`src/rtl/button_conditioner_pkg.sv`:
```
// -----------------------------------------------------------------------------
// button_conditioner_pkg
// Shared types and constants for the push-button conditioner.
//   btn_state_t          : per-channel debounce FSM state (2-bit encoding)
//   CLK_HZ               : system clock frequency, used to derive cycle counts
//   DEBOUNCE_CYCLES_DEF  : default debounce window (1 ms at CLK_HZ)
// -----------------------------------------------------------------------------
package button_conditioner_pkg;

  typedef enum logic [1:0] {
    ST_RELEASED  = 2'd0,
    ST_ARMING    = 2'd1,
    ST_PRESSED   = 2'd2,
    ST_DISARMING = 2'd3
  } btn_state_t;

  localparam int CLK_HZ              = 16000000;
  localparam int DEBOUNCE_CYCLES_DEF = CLK_HZ / 1000;

endpackage

```
`src/rtl/button_conditioner_debounce_channel.sv`:
```
// -----------------------------------------------------------------------------
// button_conditioner_debounce_channel
// One button channel: 2-flop synchroniser, polarity normalisation, debounce
// FSM with stable-sample counter, and registered level/press/release outputs.
// Optional macro BUTTON_REPEAT_EN adds a hold counter that re-fires btn_press
// while the button stays pressed (first after REPEAT_DELAY cycles, then every
// REPEAT_PERIOD cycles).
// Ports:
//   CLK         in  system clock
//   RST         in  synchronous active-high reset
//   btn_raw     in  raw asynchronous button pin
//   btn_level   out debounced state, 1 = pressed
//   btn_press   out one-cycle pulse on accepted press (and repeats if enabled)
//   btn_release out one-cycle pulse on accepted release
// -----------------------------------------------------------------------------
module button_conditioner_debounce_channel
  import button_conditioner_pkg::*;
#(
  parameter int DEBOUNCE_CYCLES = DEBOUNCE_CYCLES_DEF,
  parameter int ACTIVE_LOW      = 1,
  parameter int REPEAT_DELAY    = 8000000,
  parameter int REPEAT_PERIOD   = 2000000
) (
  input  logic CLK,
  input  logic RST,
  input  logic btn_raw,
  output logic btn_level,
  output logic btn_press,
  output logic btn_release
);

  // Reject illegal configurations at elaboration time.
  if (DEBOUNCE_CYCLES < 2 || DEBOUNCE_CYCLES > (1 << 20) ||
      ACTIVE_LOW < 0 || ACTIVE_LOW > 1 ||
      REPEAT_DELAY < 1 || REPEAT_PERIOD < 1) begin : g_bad_param
    $error("button_conditioner: illegal parameter value");
  end

  localparam int               CNT_W        = $clog2(DEBOUNCE_CYCLES);
  localparam logic [CNT_W-1:0] CNT_LAST     = CNT_W'(DEBOUNCE_CYCLES - 1);
  localparam logic             RELEASED_PIN = (ACTIVE_LOW != 0);

  logic             r_sync_p0;
  logic             r_sync_p1;
  btn_state_t       r_state;
  logic [CNT_W-1:0] r_cnt;
  logic             r_level;
  logic             r_press;
  logic             r_release;

  logic             w_s;
  btn_state_t       w_state_nxt;
  logic [CNT_W-1:0] w_cnt_nxt;
  logic             w_level_nxt;
  logic             w_press_nxt;
  logic             w_release_nxt;
  logic             w_cnt_last;
  logic             w_rep_fire;

  // Normalised sample: 1 whenever the synchronised pin differs from its
  // released level.
  assign w_s        = r_sync_p1 ^ RELEASED_PIN;
  assign w_cnt_last = (r_cnt == CNT_LAST);

`ifdef BUTTON_REPEAT_EN
  localparam int HOLD_MAX = (REPEAT_DELAY > REPEAT_PERIOD) ? REPEAT_DELAY : REPEAT_PERIOD;
  localparam int HOLD_W   = ($clog2(HOLD_MAX) < 1) ? 1 : $clog2(HOLD_MAX);
  localparam logic [HOLD_W-1:0] HOLD_FIRST = HOLD_W'(REPEAT_DELAY - 1);
  localparam logic [HOLD_W-1:0] HOLD_NEXT  = HOLD_W'(REPEAT_PERIOD - 1);

  logic [HOLD_W-1:0] r_hold;
  logic              r_rep;      // first repeat already issued in this hold
  logic [HOLD_W-1:0] w_hold_nxt;
  logic              w_rep_nxt;

  // A repeat only fires if the state is staying PRESSED on this edge.
  assign w_rep_fire = (r_state == ST_PRESSED) && w_s &&
                      (r_hold == (r_rep ? HOLD_NEXT : HOLD_FIRST));

  always_comb begin
    w_hold_nxt = '0;
    w_rep_nxt  = 1'b0;
    if (r_state == ST_PRESSED && w_s) begin
      if (w_rep_fire) begin
        w_hold_nxt = '0;
        w_rep_nxt  = 1'b1;
      end else begin
        w_hold_nxt = r_hold + HOLD_W'(1);
        w_rep_nxt  = r_rep;
      end
    end
  end

  always_ff @(posedge CLK) begin
    if (RST) begin
      r_hold <= '0;
      r_rep  <= 1'b0;
    end else begin
      r_hold <= w_hold_nxt;
      r_rep  <= w_rep_nxt;
    end
  end
`else
  assign w_rep_fire = 1'b0;
`endif

  // State register, synchroniser and registered outputs.
  always_ff @(posedge CLK) begin
    if (RST) begin
      r_sync_p0 <= RELEASED_PIN;
      r_sync_p1 <= RELEASED_PIN;
      r_state   <= ST_RELEASED;
      r_cnt     <= '0;
      r_level   <= 1'b0;
      r_press   <= 1'b0;
      r_release <= 1'b0;
    end else begin
      r_sync_p0 <= btn_raw;
      r_sync_p1 <= r_sync_p0;
      r_state   <= w_state_nxt;
      r_cnt     <= w_cnt_nxt;
      r_level   <= w_level_nxt;
      r_press   <= w_press_nxt;
      r_release <= w_release_nxt;
    end
  end

  // Next-state and counter logic. Any disagreeing sample while counting
  // drops back to the stable state, so every bounce restarts from zero.
  always_comb begin
    w_state_nxt = r_state;
    w_cnt_nxt   = '0;
    case (r_state)
      ST_RELEASED: begin
        if (w_s) w_state_nxt = ST_ARMING;
      end
      ST_ARMING: begin
        if (!w_s)           w_state_nxt = ST_RELEASED;
        else if (w_cnt_last) w_state_nxt = ST_PRESSED;
        else                 w_cnt_nxt   = r_cnt + CNT_W'(1);
      end
      ST_PRESSED: begin
        if (!w_s) w_state_nxt = ST_DISARMING;
      end
      ST_DISARMING: begin
        if (w_s)             w_state_nxt = ST_PRESSED;
        else if (w_cnt_last) w_state_nxt = ST_RELEASED;
        else                 w_cnt_nxt   = r_cnt + CNT_W'(1);
      end
      default: w_state_nxt = ST_RELEASED;
    endcase
  end

  // Output logic: level tracks the pressed side of the FSM (PRESSED or
  // DISARMING); pulses mark the accepting transitions.
  always_comb begin
    w_level_nxt   = (w_state_nxt == ST_PRESSED) || (w_state_nxt == ST_DISARMING);
    w_press_nxt   = ((r_state == ST_ARMING) && w_s && w_cnt_last) || w_rep_fire;
    w_release_nxt = (r_state == ST_DISARMING) && !w_s && w_cnt_last;
  end

  assign btn_level   = r_level;
  assign btn_press   = r_press;
  assign btn_release = r_release;

endmodule

```
`src/rtl/button_conditioner.sv`:
```
// -----------------------------------------------------------------------------
// button_conditioner
// Conditions WIDTH raw, bouncy, asynchronous push-button pins into clean
// synchronous signals (bit 0 = EXEC, bit 1 = CLR in the adder build).
// Optional macro BUTTON_REPEAT_EN enables auto-repeat of btn_press while held.
// Ports:
//   CLK         in  system clock
//   RST         in  synchronous active-high reset
//   btn_raw     in  [WIDTH] raw button pins
//   btn_level   out [WIDTH] debounced state, 1 = pressed
//   btn_press   out [WIDTH] one-cycle pulse per accepted press (plus repeats)
//   btn_release out [WIDTH] one-cycle pulse per accepted release
// -----------------------------------------------------------------------------
module button_conditioner
  import button_conditioner_pkg::*;
#(
  parameter int WIDTH           = 2,
  parameter int DEBOUNCE_CYCLES = DEBOUNCE_CYCLES_DEF,
  parameter int ACTIVE_LOW      = 1,
  parameter int REPEAT_DELAY    = 8000000,
  parameter int REPEAT_PERIOD   = 2000000
) (
  input  logic             CLK,
  input  logic             RST,
  input  logic [WIDTH-1:0] btn_raw,
  output logic [WIDTH-1:0] btn_level,
  output logic [WIDTH-1:0] btn_press,
  output logic [WIDTH-1:0] btn_release
);

  for (genvar g = 0; g < WIDTH; g++) begin : g_ch
    button_conditioner_debounce_channel #(
      .DEBOUNCE_CYCLES (DEBOUNCE_CYCLES),
      .ACTIVE_LOW      (ACTIVE_LOW),
      .REPEAT_DELAY    (REPEAT_DELAY),
      .REPEAT_PERIOD   (REPEAT_PERIOD)
    ) u_ch (
      .CLK         (CLK),
      .RST         (RST),
      .btn_raw     (btn_raw[g]),
      .btn_level   (btn_level[g]),
      .btn_press   (btn_press[g]),
      .btn_release (btn_release[g])
    );
  end

endmodule
```
`config.mk`:
```
export PLATFORM = sky130hd
export DESIGN_NAME = button_conditioner
export DESIGN_NICKNAME = d
export VERILOG_FILES = /design/src/rtl/button_conditioner_pkg.sv /design/src/rtl/button_conditioner_debounce_channel.sv /design/src/rtl/button_conditioner.sv
export SDC_FILE = /design/constraint.sdc
export NUM_CORES = 1
export LEC_CHECK = 0
export BUFFER_PORTS_ARGS = -buffer_cell sky130_fd_sc_hd__buf_4
export CAP_MARGIN = 5
export CORE_MARGIN = 2
export CORE_UTILIZATION = 58
export CTS_CLUSTER_DIAMETER = 200
export DETAILED_ROUTE_END_ITERATION = 8
export PLACE_DENSITY = 0.77
export SLEW_MARGIN = 30
export SYNTH_ARGS = -nofsm -noshare
export SYNTH_HDL_FRONTEND = slang
export SYNTH_HIERARCHICAL = 1
export SYNTH_SLANG_ARGS = --single-unit
```
`constraint.sdc`:
```
create_clock -name CLK -period 1.85 [get_ports CLK]
set_clock_uncertainty 0.15 [all_clocks]
set_input_delay 0 -clock CLK [delete_from_list [all_inputs] [get_ports CLK]]
set_output_delay 0 -clock CLK [all_outputs]
set_load 0.02 [all_outputs]
```
==> results of run 1 <==
## final timing paths
kind / startpoint / endpoint / cells after the start
max reg2reg: g_ch[0].u_ch/r_cnt[9] / g_ch[0].u_ch/r_cnt[7] / 4
min: g_ch[0].u_ch/r_sync_p0 / g_ch[0].u_ch/r_sync_p1 / 1
max: g_ch[0].u_ch/r_cnt[9] / g_ch[0].u_ch/r_cnt[7] / 4
min reg2reg: g_ch[0].u_ch/r_sync_p0 / g_ch[0].u_ch/r_sync_p1 / 1
## sequential cells by signal (all words and copies together) (netlist names)
| signal | flops |
|---|---|
| g_ch.u_ch/r_cnt | 28 |
| g_ch.u_ch/btn_release | 2 |
| g_ch.u_ch/r_state | 4 |
| g_ch.u_ch/r_sync_p1 | 2 |
| g_ch.u_ch/btn_press | 2 |
| g_ch.u_ch/r_sync_p0 | 2 |
## cells by family after synthesis
family | after synthesis
AO/OA/AOI/OAI | 10
XOR/XNOR | 24
adder cells (fa/ha/maj) | 2
buffers and inverters | 8
flip-flops | 40
AND/OR/NAND/NOR | 88
## metal layers
metal / track usage [%] / vias up / routed length (µm)
li1: - / 622 / -
met1: 21.4 / 543 / 1220
met2: 32.3 / 25 / 1420
met3: 7.71 / 10 / 115
met4: 12.0 / 0 / 72
met5: 0 / - / 0
## synthesized netlist by cell type
cell	count	area, µm²
a211oi_1	2	15.0
a21oi_1	4	20.0
a31o_2	2	17.5
buf_6	2	22.5
dfxtp_1	40	801
ha_1	2	25.0
inv_1	6	22.5
nand2_1	10	37.5
nand2b_1	2	12.5
nand3_1	8	40.0
nand3_2	2	20.0
nand3b_1	2	15.0
nand4_1	2	12.5
nand4bb_1	2	22.5
nor2_1	32	120
nor3_1	8	40.0
nor4_1	8	50.1
nor4_4	2	42.5
o21ai_0	2	10.0
or2_2	4	25.0
or2_4	2	17.5
or3_1	2	12.5
or3b_4	2	22.5
xnor2_1	18	158
xor2_1	6	52.6
## worst max-delay path, stage by stage (launching register included)
cell	delay [ps]
dfxtp_1	420
nand4_1	200
nor4_4	440
or2_4	280
nor2_1	70
## cell type report
cell class,count,area (µm²),share of cell area (%)
flip-flops and latches,40,801,43.0
multi-input cells,124,788,42.3
repair buffers,14,118,6.31
clock buffers,7,65.1,3.49
well taps,31,38.8,2.08
clock inverters,1,30.0,1.61
inverters,6,22.5,1.21
## power by group through the flow
stage          Sequential [mW]  Combinational, mW  Clock (mW)
6_report                 0.870             0.0262       0.639
5_1_grt                  0.871             0.0284       0.686
4_1_cts                  0.870             0.0252       0.659
3_5_place_dp             0.889             0.0170           0
3_3_place_gp             0.889             0.0160           0
2_1_floorplan            0.889            0.00842           0
## through the flow
stage          instance area, µm²  utilization [%]  total power, mW  cells
3_3_place_gp                 1720             63.4            0.905    210
5_1_grt                      1860             68.7             1.59    223
3_5_place_dp                 1720             63.4            0.906    210
6_report                     1860             68.7             1.54    223
4_1_cts                      1860             68.7             1.55    223
2_1_floorplan                1630                -            0.897    172
## what timing repair did
item	CTS	global route
endpoints found under the hold margin	16	0
setup buffers	0	0
resized for setup	0	0
hold buffers	5	0
==> results.yml, run 1 <==
clocking:
  tritoncts: "yes"
  cts_buffers: 5
  clk_pin_slew_worst_paths_ps: 110
  clock_path_buffers: 2
  clockRootBuffer: "clkbuf_4"
  htreeDepth: 2
  clkLatencyLatePin_ps: 350
  cts.sinks: 40
sta:
  whs_ps: 273
  rsz0062_at_grt: "false"
  fin_setup_tns_ps: 0
  fmax_mhz: 600
  layout_setup_ws_ps: 184
  period_minus_slack_ps: 1670
  finalSetupViolCount: 0
  worst_pin_slew_ps: 363
  finalCritPeriodShare_pct: 90.0
  finalHoldViolations: 0
  max-slew-margin-rel_pct: 75.6
  final_max_slew_viol_count: 0
floorplanning:
  die_w_um: 57.1
  initial_utilization_pct: 60.3
  design.die.area_mm2: 0.00326
  pin_count: 10
  rows: 19
  core_area_mm2: 0.00271
  die_h_um: 57.1
final_layout:
  area_delta_synth_final_pct: 14.0
  drive_above_1_share_pct: 16.1
  final_common_cell: "dfxtp_1"
  layout.nets: 197
  fill_cells: 214
  final_cell_mix: "dfxtp_1, nor2_1, xnor2_1"
  antenna_cells: 0
synth:
  synth_compound_area_share_pct: 3.83
  ys_warn_count: 6
  ys_seq_area_share_pct: 49.0
  synth-adder-area-share_pct: 1.53
  syn-num-nets: 178
  ys_types: 25
  synth_top_family_by_area: "simple AND/OR/NAND/NOR gates"
  synth_area_mm2: 0.00163
  ys_seq_elements: 40
  synth-simple-area-share_pct: 30.0
  synth_mux_area_share_pct: 0
  synth_area_per_cell_um2: 9.50
  synthCells: 172
  synthXorXnorAreaFrac_pct: 12.9
route:
  drc_errors: 0
  drtPass1Iterations: 4
  antenna_left: 0
  num_vias: 1200
  viasPerCell: 5.38
  wl_per_cell_um: 12.7
  drtIter0Drc: 51
  drt_wl_total_mm: 2.82
placed_design:
  post-place-ws_ps: 203
  hpwlAfterDp_mm: 1.83
  place_congestion: 0.779
  io_buffer_count: 9
grt:
  grt.total_usage_pct: 19.7
  antenna_found_initial: 0
  grt_pass1_wl_mm: 4.79
  grt_max_degree: 15
  grt_overflow: 0
  grt_pass1_vias: 1103
power:
  swShare_pct: 19.1
  combPwrFrac_pct: 1.7
  p_int_mw: 1.24
  vdd_drop_max_v: 0.000649
  switchingPower_mw: 0.293
  p_leak_nw: 0.591
  p_per_area_mw_per_mm2: 824
  seq_power_share_pct: 56.7
  pwr-share-clk_pct: 41.6
job:
  cap_violations: 0
worst_hold_path:
  hold_path_class: "flip-flop to flip-flop"
setup_path:
  rrSetupSlack_ps: 180
  startpoint_type: "flip-flop"
  path_class: "flip-flop to flip-flop"
  cp_max_fo: 12
  critPathCaptureType: "flip-flop"
  required_ps: 1950
  crit_arrival_ps: 1770
status:
  outcome: "finished, final reports clean"
Note: power is estimated with default switching activity, not from simulation.
==> run 2: changes to the inputs <==
Settings changed: CORE_MARGIN 2 to not set.
==> results.yml, run 2 (synthesis results as in run 1) <==
status:
  outcome: "finished, final reports clean"
route:
  drc_errors: 0
  drtIter0Drc: 13
  wl_per_cell_um: 12.4
  num_vias: 1219
  drt_wl_total_mm: 2.75
  antenna_left: 0
  drtPass1Iterations: 4
  viasPerCell: 5.49
grt:
  grt_pass1_vias: 1025
  grt_max_degree: 15
  antenna_found_initial: 0
  grt_pass1_wl_mm: 4.24
  grt_overflow: 0
  grt.total_usage_pct: 20.5
worst_hold_path:
  hold_path_class: "flip-flop to flip-flop"
setup_path:
  critPathSlowestCell: "dfxtp_1"
  critPathCaptureType: "flip-flop"
  required_ps: 1940
  crit_path_max_incr_delay_ps: 370
  crit_family: "simple AND/OR/NAND/NOR gates"
  worstPathCellList: "ha_1 > nand2_1 > nor4_4 > or2_4 > nor2_1"
  path_class: "flip-flop to flip-flop"
  cp_max_fo: 12
  crit_arrival_ps: 1730
  cp_num_buf_inv: 0
  startpoint_type: "flip-flop"
sta:
  worst_pin_slew_ps: 359
  fin_setup_tns_ps: 0
  fmax_mhz: 610
  finalCritPeriodShare_pct: 88.6
  finalHoldViolations: 0
  finalSetupViolCount: 0
  rsz0062_at_grt: "false"
  period_minus_slack_ps: 1640
  final_max_slew_viol_count: 0
  max-slew-margin-rel_pct: 75.9
power:
  p_per_area_mw_per_mm2: 740
  p_leak_nw: 0.577
  total_power_mw: 1.35
  vdd_drop_max_v: 0.000574
final_layout:
  largest_reg_flops: 28
  regMostFlops: "g_ch.u_ch/r_cnt"
  layout.nets: 197
  drive_above_1_share_pct: 16.1
  finalNonFillerCells: 222
  final_common_cell: "dfxtp_1"
  reg_top3: "g_ch.u_ch/r_cnt (28), g_ch.u_ch/r_state (4)"
  post-route-cell-area_mm2: 0.00183
  area_delta_synth_final_pct: 11.9
  antenna_cells: 0
  utilization_pct: 71.2
  final_cell_mix: "dfxtp_1, nor2_1, xnor2_1"
placed_design:
  placed_cell_area_mm2: 0.00172
  hpwlAfterDp_mm: 1.84
  place_inst: 209
  place_congestion: 0.746
  io_buffer_count: 9
clocking:
  htreeDepth: 2
  clkLatencyLatePin_ps: 350
  clockRootBuffer: "clkbuf_4"
  clk_pin_slew_worst_paths_ps: 120
  cts.sinks: 40
  cts.repair.resized: 0
  ctsHoldBuffers: 5
  tritoncts: "yes"
  cts_buffers: 5
  clock_path_buffers: 2
  cts_setup_buffers: 0
floorplanning:
  pin_count: 10
  die_h_um: 55.1
  rows: 18
  design.die.area_mm2: 0.00303
  die_w_um: 55.1
  initial_utilization_pct: 63.6
  core_area_mm2: 0.00257
job:
  cap_violations: 0
-- run 2: changes by cell type in the layout (fill, tap and decap cells not counted), sizes merged --
cell | before | now
bufinv | 1 | 0
clkbuf | 7 | 6
clkinv | 0 | 2
-- run 2: layout make-up --
| class | instances | area (µm²) |
|---|---|---|
| clock buffers | 6 | 51.3 |
| clock inverters | 2 | 10.0 |
| fillers | 208 | 739 |
| inverters | 6 | 22.5 |
| multi-input cells | 124 | 788 |
| flip-flops and latches | 40 | 801 |
| well taps | 30 | 37.5 |
| repair buffers | 14 | 118 |
-- run 2: report_power, final --
group / leakage, nW / internal [mW] / switching, mW / total [mW]
Combinational: 0.216 / 0.0169 / 0.00844 / 0.0253
Sequential: 0.323 / 0.866 / 0.00417 / 0.870
Clock: 0.0380 / 0.181 / 0.276 / 0.457
-- run 2: worst paths after layout --
check / startpoint / endpoint / slack [ps] / cells past startpoint
worst max-delay path: g_ch[0].u_ch/r_cnt[0] / g_ch[0].u_ch/r_cnt[1] / 210 / 5
worst min-delay path: g_ch[1].u_ch/r_sync_p0 / g_ch[1].u_ch/r_sync_p1 / 280 / 1
worst max register to register: g_ch[0].u_ch/r_cnt[0] / g_ch[0].u_ch/r_cnt[1] / 210 / 5
worst min register to register: g_ch[1].u_ch/r_sync_p0 / g_ch[1].u_ch/r_sync_p1 / 280 / 1
-- run 2: metal layers --
metal	global-route usage, %	part of all wire [%]
met5	0	0
met4	8.33	1.5
met3	8.47	3.6
met2	32.9	46
met1	24.1	49
-- run 2: metrics by stage --
stage	hold WS, ps	setup WS, ps
6_report	281	210
5_1_grt	293	95.4
4_1_cts	280	206
3_5_place_dp	38.7	234
3_3_place_gp	39.0	291
2_1_floorplan	-77.2	195
-- run 2: worst reg2reg max path, cell delays in order, from the launching register on --
cell,delay (ps)
dfxtp_1,370
ha_1,210
nand2_1,180
nor4_4,290
or2_4,280
nor2_1,70
